<file path="config.mk">
export PLATFORM = sky130hd
export DESIGN_NAME = cpri_tx_pack
export DESIGN_NICKNAME = d
export VERILOG_FILES = /design/src/rtl/cpri_tx_pack.sv
export SDC_FILE = /design/constraint.sdc
export NUM_CORES = 1
export LEC_CHECK = 0
export CAP_MARGIN = 0
export CORE_AREA = 4 4 213 215
export DETAILED_ROUTE_END_ITERATION = 6
export DIE_AREA = 0 0 217 219
export PLACE_DENSITY_LB_ADDON = 0.25
export SLEW_MARGIN = 10
export SYNTH_ARGS = -nofsm -noshare
export SYNTH_HDL_FRONTEND = slang
export SYNTH_SLANG_ARGS = --single-unit
export TNS_END_PERCENT = 5
</file>
<file path="constraint.sdc">
create_clock -name clk -period 3.2 [get_ports clk]
set_input_delay 0.64 -clock clk [delete_from_list [all_inputs] [get_ports clk]]
set_output_delay 0.64 -clock clk [all_outputs]
set_load 0.01 [all_outputs]
</file>
<file path="src/rtl/cpri_tx_pack.sv">
// cpri_tx_pack: packs 64-bit IQ payload words into a loop buffer slot,
// payload first at HDR_WORDS.., then the 3-word header with commit strobe.
module cpri_tx_pack #(
  parameter int          PAY_WORDS  = 96,
  parameter int          HDR_WORDS  = 3,
  parameter logic [15:0] MAGIC      = 16'hCB01,
  parameter int          ADDR_WIDTH = 7
) (
  input  logic                  clk,
  input  logic                  rst_n,
  input  logic                  i_iq_vld,
  input  logic                  i_iq_sop,
  input  logic                  i_iq_eop,
  input  logic [63:0]           i_iq_data,
  input  logic [7:0]            i_slot_idx,
  input  logic [3:0]            i_sym_idx,
  input  logic [7:0]            i_ant_idx,
  input  logic [63:0]           i_hdr_info,
  output logic                  o_iq_rdy,
  output logic                  o_cpri_wen,
  output logic [ADDR_WIDTH-1:0] o_cpri_waddr,
  output logic [63:0]           o_cpri_wdata,
  output logic                  o_cpri_wlast,
  output logic [7:0]            o_pkt_seq,
  output logic                  o_err,
  output logic [7:0]            o_err_cnt
);

  localparam int IW = $clog2(PAY_WORDS + 1);
  localparam logic [IW-1:0] LAST = IW'(PAY_WORDS - 1);
  localparam logic [ADDR_WIDTH-1:0] BASE = ADDR_WIDTH'(HDR_WORDS);

  typedef enum logic [2:0] {
    S_IDLE, S_PAY, S_PAD, S_HDR0, S_HDR1, S_HDR2
  } state_t;

  state_t          r_state, w_state_nxt;
  logic [IW-1:0]   r_idx, w_idx_nxt;
  logic [63:0]     r_acc, w_acc_nxt;
  logic [7:0]      r_seq;
  logic [7:0]      r_slot, r_ant;
  logic [3:0]      r_sym;
  logic [63:0]     r_info;
  logic            r_wen, r_wlast, r_err;
  logic [ADDR_WIDTH-1:0] r_waddr;
  logic [63:0]     r_wdata;
  logic [7:0]      r_pkt_seq, r_err_cnt;

  logic            w_take, w_latch, w_err, w_commit;
  logic            w_wen, w_wlast;
  logic [ADDR_WIDTH-1:0] w_waddr, w_pay_addr;
  logic [63:0]     w_wdata;

  assign o_iq_rdy   = (r_state == S_IDLE) || (r_state == S_PAY);
  assign w_take     = i_iq_vld && o_iq_rdy;
  assign w_pay_addr = BASE + ADDR_WIDTH'(r_idx);

  always_comb begin
    w_state_nxt = r_state;
    w_idx_nxt   = r_idx;
    w_acc_nxt   = r_acc;
    w_latch     = 1'b0;
    w_err       = 1'b0;
    w_commit    = 1'b0;
    w_wen       = 1'b0;
    w_waddr     = '0;
    w_wdata     = '0;
    w_wlast     = 1'b0;
    unique case (r_state)
      S_IDLE, S_PAY: begin
        if (w_take && i_iq_sop) begin
          // a sop always (re)starts the slot, aborting any open packet
          w_latch     = 1'b1;
          w_wen       = 1'b1;
          w_waddr     = BASE;
          w_wdata     = i_iq_data;
          w_acc_nxt   = i_iq_data;
          w_idx_nxt   = IW'(1);
          w_err       = (r_state == S_PAY) || i_iq_eop;
          w_state_nxt = i_iq_eop ? S_PAD : S_PAY;
        end else if (w_take && r_state == S_IDLE) begin
          w_err = 1'b1;
        end else if (w_take) begin
          w_wen     = 1'b1;
          w_waddr   = w_pay_addr;
          w_wdata   = i_iq_data;
          w_acc_nxt = r_acc ^ i_iq_data;
          w_idx_nxt = r_idx + IW'(1);
          if (r_idx == LAST) begin
            w_err       = !i_iq_eop;
            w_state_nxt = S_HDR0;
          end else if (i_iq_eop) begin
            w_err       = 1'b1;
            w_state_nxt = S_PAD;
          end
        end
      end
      S_PAD: begin
        w_wen     = 1'b1;
        w_waddr   = w_pay_addr;
        w_idx_nxt = r_idx + IW'(1);
        if (r_idx == LAST) w_state_nxt = S_HDR0;
      end
      S_HDR0: begin
        w_wen       = 1'b1;
        w_waddr     = ADDR_WIDTH'(0);
        w_wdata     = {MAGIC, r_seq, r_slot, r_sym, 4'h0,
                       r_ant, 16'(PAY_WORDS)};
        w_state_nxt = S_HDR1;
      end
      S_HDR1: begin
        w_wen       = 1'b1;
        w_waddr     = ADDR_WIDTH'(1);
        w_wdata     = r_acc;
        w_state_nxt = S_HDR2;
      end
      S_HDR2: begin
        w_wen       = 1'b1;
        w_waddr     = ADDR_WIDTH'(2);
        w_wdata     = r_info;
        w_wlast     = 1'b1;
        w_commit    = 1'b1;
        w_state_nxt = S_IDLE;
      end
      default: w_state_nxt = S_IDLE;
    endcase
  end

  always_ff @(posedge clk or negedge rst_n) begin
    if (!rst_n) begin
      r_state   <= S_IDLE;
      r_idx     <= '0;
      r_acc     <= '0;
      r_seq     <= '0;
      r_slot    <= '0;
      r_sym     <= '0;
      r_ant     <= '0;
      r_info    <= '0;
      r_wen     <= 1'b0;
      r_waddr   <= '0;
      r_wdata   <= '0;
      r_wlast   <= 1'b0;
      r_pkt_seq <= '0;
      r_err     <= 1'b0;
      r_err_cnt <= '0;
    end else begin
      r_state <= w_state_nxt;
      r_idx   <= w_idx_nxt;
      r_acc   <= w_acc_nxt;
      r_wen   <= w_wen;
      r_waddr <= w_waddr;
      r_wdata <= w_wdata;
      r_wlast <= w_wlast;
      if (w_latch) begin
        r_slot <= i_slot_idx;
        r_sym  <= i_sym_idx;
        r_ant  <= i_ant_idx;
        r_info <= i_hdr_info;
      end
      if (w_commit) begin
        r_pkt_seq <= r_seq;
        r_seq     <= r_seq + 8'd1;
      end
      if (w_err) begin
        r_err <= 1'b1;
        if (r_err_cnt != 8'hFF) r_err_cnt <= r_err_cnt + 8'd1;
      end
    end
  end

  assign o_cpri_wen   = r_wen;
  assign o_cpri_waddr = r_waddr;
  assign o_cpri_wdata = r_wdata;
  assign o_cpri_wlast = r_wlast;
  assign o_pkt_seq    = r_pkt_seq;
  assign o_err        = r_err;
  assign o_err_cnt    = r_err_cnt;

endmodule
</file>
==> metrics.txt, run 1 <==
Seq cells post-synth 256; postcts setup bufs 0; antenna-violating nets left 0; number of DRC markers in iteration 0 480; Final period util 85.68%; largest net degree at the start of global routing 99; RSZ-0062 raised after global routing false; number of flops mapped to enable cells by yosys 0; Arr. time, crit path 2100 ps; clk_skew 4.785 ps; FMAX 0.3647 GHz; row count 77; DP HPWL 20.93 mm; worst relative slew slack 46.68%; min Tclk post-route 2742 ps; post-DR wirelength/cell 16.72 um; setup TNS 0 ps; GR Util met3 2.949%; pwr dens 860.7 nW/um^2; routed vias 8290; CTS tree built; Async SR Flop Fraction 100.0%; Hold WC Path Type in -> async; H-tree levels 1; nets 1464; Die H 219 um; sequential-to-total area share from yosys stat 59.56%; Syn. warnings 0; Mapped Cells 1072; Die ar. 47520 sq um; drt total wl 32.11 mm; clock buffer count from CTS 30; DR vias/cell 4.318; GRT Resource Usage Total 13.31%; Crit-path slowest cell clkdlybuf4s50_1; Fin. Hold Viols 0; Syn Std Cell Area 10760 sq um; status finished clean; Area growth syn-to-layout 39.48%; vias in the first global route 8736; Critical Path RT 2560 ps; grt met2 use 21.47%; first drt pass iteration count 5; Yosys top cell by area dfrtp_1; IO Pins 244; IO buf count 243; Peak VDD IR 346.3 uV; CP startpoint kind register; GRT busiest layer met2; CTS Sinks 256; core footprint 43740 sq um; CP endpoint kind primary output; fin. max-slew vios 0; worst-path cell chain nor2_1 > clkdlybuf4s50_1; post-synth top area share 59.56%; first-pass GRT wire length 50.34 mm; Root Buffer clkbuf_16; Net Count, Synth 1229; starting density of the core 24.59%; Post-CTS Resized 0; Synth area leaders dfrtp_1 (60%), nand2_1 (14%), xor2_1 (6.0%), a22oi_1 (4.1%), mux2i_1 (2.6%); met1 GRT Util 18.33%; Placer Congestion 0.7279; Placed Instance Area 13980 sq um; clock slew at reported path FFs 60 ps; clock tree buffer depth 3; die width 217 um; CTS hold repair buffers 0; maximum capacitance violations 0; final setup fails 0; Primary FF master, synth dfrtp_1; critical path class reg -> out; design area 15000 sq um; slowest stage delay, CP 620 ps; worst skew pair latency 550 ps; Lkg Pwr 6.597 nW; distinct cell type count after synthesis 42; Slew @ Worst Pin 799.8 ps; initial antenna violation count 4; antenna cells 0; GR Overflow Total 0; syn avg cell area 10.03 sq um; Max FO, Critical Path 14; ratio of cells with drive above 1 in the final layout 7.078%; drc violations 0
-- flip-flops by register name (all words and copies together), names as in the netlist, 7 cells and up --
name	flops
o_cpri_wdata	64
r_slot	8
o_pkt_seq	8
r_info	64
o_cpri_waddr	7
r_idx	7
r_acc	64
o_err_cnt	8
r_ant	8
r_seq	8
-- power by group --
part	internal [mW]	switching (mW)	leakage (nW)
logic	1.90	2.27	2.83
clock network	2.10	1.36	0.494
registers	4.53	0.755	3.28
total	8.53	4.39	6.60
-- critical path, delay by kind of cell (launching register included) --
kind | cells | cell delay, ps
DFF | 1 | 580
and+or+nand+nor | 1 | 360
buffers and inverters | 1 | 620
-- layout by cell type (no fill, tap or decap), types with 3 or more instances in the layout --
cell and count:
inv_1 5, a22oi_1 59, o211ai_1 6, buf_12 9, mux2i_1 28, a21oi_1 17, dfrtp_1 255, clkbuf_16 31
buf_4 14, o21ai_1 19, nand4_1 5, nand2b_1 3, o21ai_0 45, nand3_1 7, clkinv_2 5, o22ai_1 3
nand2_1 399, a21o_1 3, xnor2_1 11, nor2_1 15, clkdlybuf4s50_1 242, clkbuf_1 5, nand3b_1 5, xor2_1 74
nor3_1 3, clkbuf_8 8, nor2b_1 5, mux2_2 9, ha_1 4, and3_1 4
-- kinds of logic after synthesis --
logic type	share of synthesized area, %
simple gates	17.29
flops	59.56
compound gates	9.410
xor+xnor	6.921
buf+inv	2.710
mux	3.652
fa+ha+maj	0.4653
-- synth_stat cells, types with 2 or more instances --
cell      number
nand2_1      399
dfrtp_1      256
xor2_1        74
a22oi_1       59
o21ai_0       45
clkbuf_1      36
mux2i_1       28
buf_2         26
o21ai_1       19
a21oi_1       17
nor2_1        16
xnor2_1       11
mux2_2         9
nand3_1        8
nor2b_1        7
o211ai_1       6
inv_1          5
nand3b_1       5
nand4_1        5
and3_1         4
ha_1           4
a21o_1         3
nand2b_1       3
nor3_1         3
o22ai_1        3
a31oi_1        2
a41oi_1        2
o32ai_1        2
or3_1          2
-- stage by stage --
stage / total power [mW] / util (%) / setup WS [ps] / std cells / hold WS, ps
after global placement: 9.498 / 31.96 / 544.0 / 1866 / 458.7
after CTS: 13.14 / 34.26 / 423.2 / 1919 / 159.9
after global routing: 13.83 / 34.30 / 363.5 / 1920 / 179.7
after detailed placement: 9.571 / 31.96 / 508.5 / 1866 / 462.5
final: 12.91 / 34.30 / 458.3 / 1920 / 140.1
after floorplan: 7.592 / - / 1332 / 1072 / 344.4
-- cell type report --
cell class              instances  area, sq um
multi-input cells             747         4105
inverters                       6        22.52
repair buffers                266         2723
fillers                      4526        28740
well taps                     592        740.7
clock buffers                  44        904.6
flip-flops and latches        256         6407
clock inverters                 9        100.1
-- path summary, 6_finish.rpt --
kind / start / cells after the start / slack [ps] / end
worst min register to register: r_ant[3] / 2 / 470 / r_ant[3]
worst max register to register: r_state[1] / 4 / 1090 / o_cpri_wdata[46]
min in group clk: r_ant[3] / 2 / 470 / r_ant[3]
worst max-delay path: r_state[1] / 2 / 460 / o_iq_rdy
worst min-delay path: rst_n / 1 / 140 / o_err_cnt[2]
max in group asynchronous: rst_n / 2 / 2190 / r_slot[6]
-- per-layer routing --
metal	share of wire [%]	routed length [um]
met1	46	14890
met2	46	14760
met5	0.14	45
met3	5.6	1794
met4	1.9	619
(Power assumes the default switching activity.)
==> inputs of run 2 (changes only) <==
- CTS_CLUSTER_SIZE: default -> 28
- SETUP_SLACK_MARGIN: default -> 0.05
- clock period: 3.2 -> 2.57 ns (I/O delays scaled with it)
==> metrics.txt, run 2 (same netlist as run 1, synthesis figures left out) <==
starting density of the core 24.59%; Lkg Pwr 6.678 nW; Fin. Hold Viols 0; most frequent cells in the layout nand2_1 (399), dfrtp_1 (255), clkdlybuf4s50_1 (242); die width 217 um; IO Pins 244; pwr dens 1073 nW/um^2; Final period util 92.55%; slowest stage delay, CP 560 ps; FILL cells 4506; CTS Sinks 256; min Tclk post-route 2379 ps; post-DR wirelength/cell 16.54 um; Placer Congestion 0.7379; largest net degree at the start of global routing 82; GRT Resource Usage Total 13.29%; most common cell after layout, fill and taps aside nand2_1; clock buffer count from CTS 31; Critical Path RT 2060 ps; register share of total power 40.4%; final setup fails 0; RSZ-0062 raised after global routing false; antenna-violating nets left 0; nets 1471; core footprint 43740 sq um; CP startpoint kind register; Int Power 10.79 mW; IO buf count 243; clock slew at reported path FFs 60 ps; Area growth syn-to-layout 41.28%; part of the power in the clock network 27.1%; worst relative slew slack 61.39%; fin util 34.74%; Root Buffer clkbuf_16; H-tree levels 1; Hold WC Path Type reg -> reg; drt total wl 31.93 mm; dpl ws 219.3 ps; ratio of cells with drive above 1 in the final layout 7.704%; DP HPWL 21.33 mm; CTS tree built; critical path class reg -> out; Die ar. 47520 sq um; Slew @ Worst Pin 577.7 ps; setup TNS 0 ps; CP endpoint kind primary output; GR Overflow Total 0; clk_skew 31.32 ps; multi-input logic area 4113 sq um; drc violations 0; initial antenna violation count 3; worst skew pair latency 570 ps; Arr. time, crit path 1860 ps; Crit-path slowest cell clkdlybuf4s50_1; Sequential Area 6407 sq um; status finished clean; Worst Slack Setup Final 191.3 ps; DR vias/cell 4.327; FMAX 0.4204 GHz; routed vias 8352; maximum capacitance violations 0; sw frac 33.84%; Max FO, Critical Path 11; row count 77; Peak VDD IR 486.2 uV; first-pass GRT wire length 51.09 mm; clock tree buffer depth 3; first drt pass iteration count 4; number of DRC markers in iteration 0 416; vias in the first global route 8911; Net Sw Power 5.519 mW; Die H 219 um; hold_ws 462.3 ps; Comb power frac 32.5%; fin. max-slew vios 0; worst-path cell chain nor2_4 > clkdlybuf4s50_1
run 2: path summary, 6_finish.rpt:
path	cells past startpoint	from	slack, ps	endpoint
setup / recovery	2	r_state[2]	190	o_iq_rdy
hold / removal	1	o_err	460	o_err
setup reg to reg	4	r_state[2]	590	r_seq[1]
hold reg to reg	1	o_err	460	o_err
max in group asynchronous	3	rst_n	1380	r_idx[3]
min in group asynchronous	2	rst_n	520	o_cpri_wdata[16]
run 2: timing repair:
item                                    CTS  global route
hold buffers                              1             0
gates resized for setup                   1             1
endpoints found under the setup margin    1             1
hold endpoints to repair                 53             0
buffers inserted                          0             0
run 2: layout make-up:
class	count	share of cell area (%)
antenna	1	0.01647
clock buffer	46	6.134
clock inverter	10	0.7163
inverter	6	0.1482
multi-input combinational	747	27.06
sequential	256	42.16
tap	592	4.874
timing repair buffer	272	18.89
run 2: metal layers:
metal,vias to the layer above,track usage [%],share of wire [%]
met4,4,3.625,2.1
met2,202,21.28,46
met1,4095,18.25,46
met5,-,0,0.066
met3,45,2.963,5.7
li1,4006,-,-
run 2: stage by stage:
step,cells,power [mW],cell area [sq um]
floorplan,1072,9.453,10760
global placement,1872,11.91,14140
detailed placement,1872,12.02,14140
CTS,1929,16.56,15190
global route,1930,17.46,15200
finish,1930,16.31,15200
run 2: worst max-delay path: cells and delay by family, from the launching register on:
kind,cells,cell delay (ps)
simple gates,1,220
buf+inv,1,560
flops,1,530
run 2: power by group through the flow:
stage	clock network, mW	registers (mW)	logic (mW)
5_1_grt	4.74	6.79	5.93
2_1_floorplan	0	6.55	2.90
4_1_cts	4.57	6.60	5.40
6_report	4.43	6.59	5.29
3_3_place_gp	0	6.61	5.30
3_5_place_dp	0	6.64	5.38
==> inputs of run 3 (changes only) <==
- CORE_AREA: 4 4 213 215 -> 4 4 152 154
- DIE_AREA: 0 0 217 219 -> 0 0 156 158
==> metrics.txt, run 3 (same netlist as run 1, synthesis figures left out) <==
final setup fails 0; Worst Reg2Reg Path Length in Cells 5; first drt pass iteration count 5; Area growth syn-to-layout 35.49%; H-tree levels 1; number of DRC markers in iteration 0 486; row count 54; Final period util 92.12%; drc violations 0; RSZ-0062 raised after global routing false; Die ar. 24650 sq um; Slew @ Worst Pin 529.3 ps; die width 156 um; Power Total 15.64 mW; clk_skew 6.947 ps; Top delay family on crit path buffers and inverters; DR vias/cell 5.274; setup TNS 0 ps; routed vias 8496; Hold WC Path Type reg -> reg; WP buf/inv 1; status finished clean; Lkg Pwr 6.583 nW; GRT Resource Usage Total 22.88%; Arr. time, crit path 1850 ps; largest net degree at the start of global routing 64; pwr dens 1073 nW/um^2; DP HPWL 18.76 mm; worst skew pair latency 520 ps; Peak VDD IR 556.1 uV; FILL cells 1672; slowest stage delay, CP 580 ps; total stage count of the critical path 2; Critical Path RT 2060 ps; starting density of the core 49.60%; initial antenna violation count 1; IO buf count 243; fin. max-slew vios 0; clock tree buffer depth 3; drt total wl 28.62 mm; nets 1468; critical path class reg -> out; CTS tree built; most frequent cells in the layout nand2_1 (399), dfrtp_1 (255), clkdlybuf4s50_1 (242); CTS Sinks 256; worst relative slew slack 64.60%; first-pass GRT wire length 45.60 mm; Root Buffer clkbuf_16; clock buffer count from CTS 27; Max FO, Critical Path 11; Fin. Hold Viols 0; maximum capacitance violations 0; CP startpoint kind register; FMAX 0.4224 GHz; worst-path cell chain nor2_2 > clkdlybuf4s50_1; post-placement cell count 1561; most common cell after layout, fill and taps aside nand2_1; worst hold stages 2; core footprint 21690 sq um; ratio of cells with drive above 1 in the final layout 7.143%; min Tclk post-route 2368 ps; antenna-violating nets left 0; Die H 158 um; Non-Filler Instances 1611; GR Overflow Total 0; vias in the first global route 8815; IO Pins 244; multi-input logic area 4108 sq um; postcts setup bufs 0; Sequential Area 6407 sq um; post-DR wirelength/cell 17.76 um; Placer Congestion 0.8343; clock slew at reported path FFs 60 ps; Crit-path slowest cell clkdlybuf4s50_1; CP endpoint kind primary output
-- run 3: worst min-delay path: cells and delay by family, from the launching register on --
family / cells / cell delay [ps]
DFF: 1 / 340
and+or+nand+nor: 2 / 100
-- run 3: per-stage QoR --
step | instance area (sq um) | setup WS (ps) | util [%] | hold slack (ps)
2_1_floorplan | 10760 | 827.7 | - | 218.4
3_3_place_gp | 13690 | 294.2 | 63.12 | 454.6
3_5_place_dp | 13690 | 231.6 | 63.12 | 462.2
4_1_cts | 14570 | 91.74 | 67.17 | 477.0
5_1_grt | 14570 | 105.2 | 67.20 | 487.7
6_report | 14570 | 202.5 | 67.20 | 473.0
-- run 3: area by class of cell --
type,count,share of cell area [%]
well taps,280,2.404
clock inverters,7,0.4121
multi-input cells,747,28.19
diodes,1,0.01717
clock buffers,41,5.546
inverters,6,0.1545
flip-flops and latches,256,43.96
repair buffers,273,19.32
-- run 3: worst paths after layout --
kind | start | end | slack (ps)
setup / recovery | r_state[2] | o_iq_rdy | 200
hold / removal | r_info[2] | r_info[2] | 470
setup reg to reg | r_state[2] | o_cpri_wdata[6] | 590
hold reg to reg | r_info[2] | r_info[2] | 470
max in group asynchronous | rst_n | r_info[38] | 1280
min in group asynchronous | rst_n | o_err_cnt[4] | 530
-- run 3: per-layer routing --
layer	global-route usage (%)	up-vias	share of wire (%)
met1	31.34	4174	43
met4	6.586	0	2.5
met5	0	-	0
met3	3.855	48	5.9
li1	-	3994	-
met2	37.96	280	49
-- run 3: report_power, final --
group	switching [mW]	total (mW)	internal, mW
sequential	0.965	6.61	5.64
clock	1.56	3.81	2.25
combinational	2.80	5.22	2.41
-- run 3: what timing repair did --
action | 4_1_cts | 5_1_grt
hold buffers | 1 | 0
endpoints found under the setup margin | 0 | 1
endpoints found under the hold margin | 59 | 0
resized for setup | 0 | 1
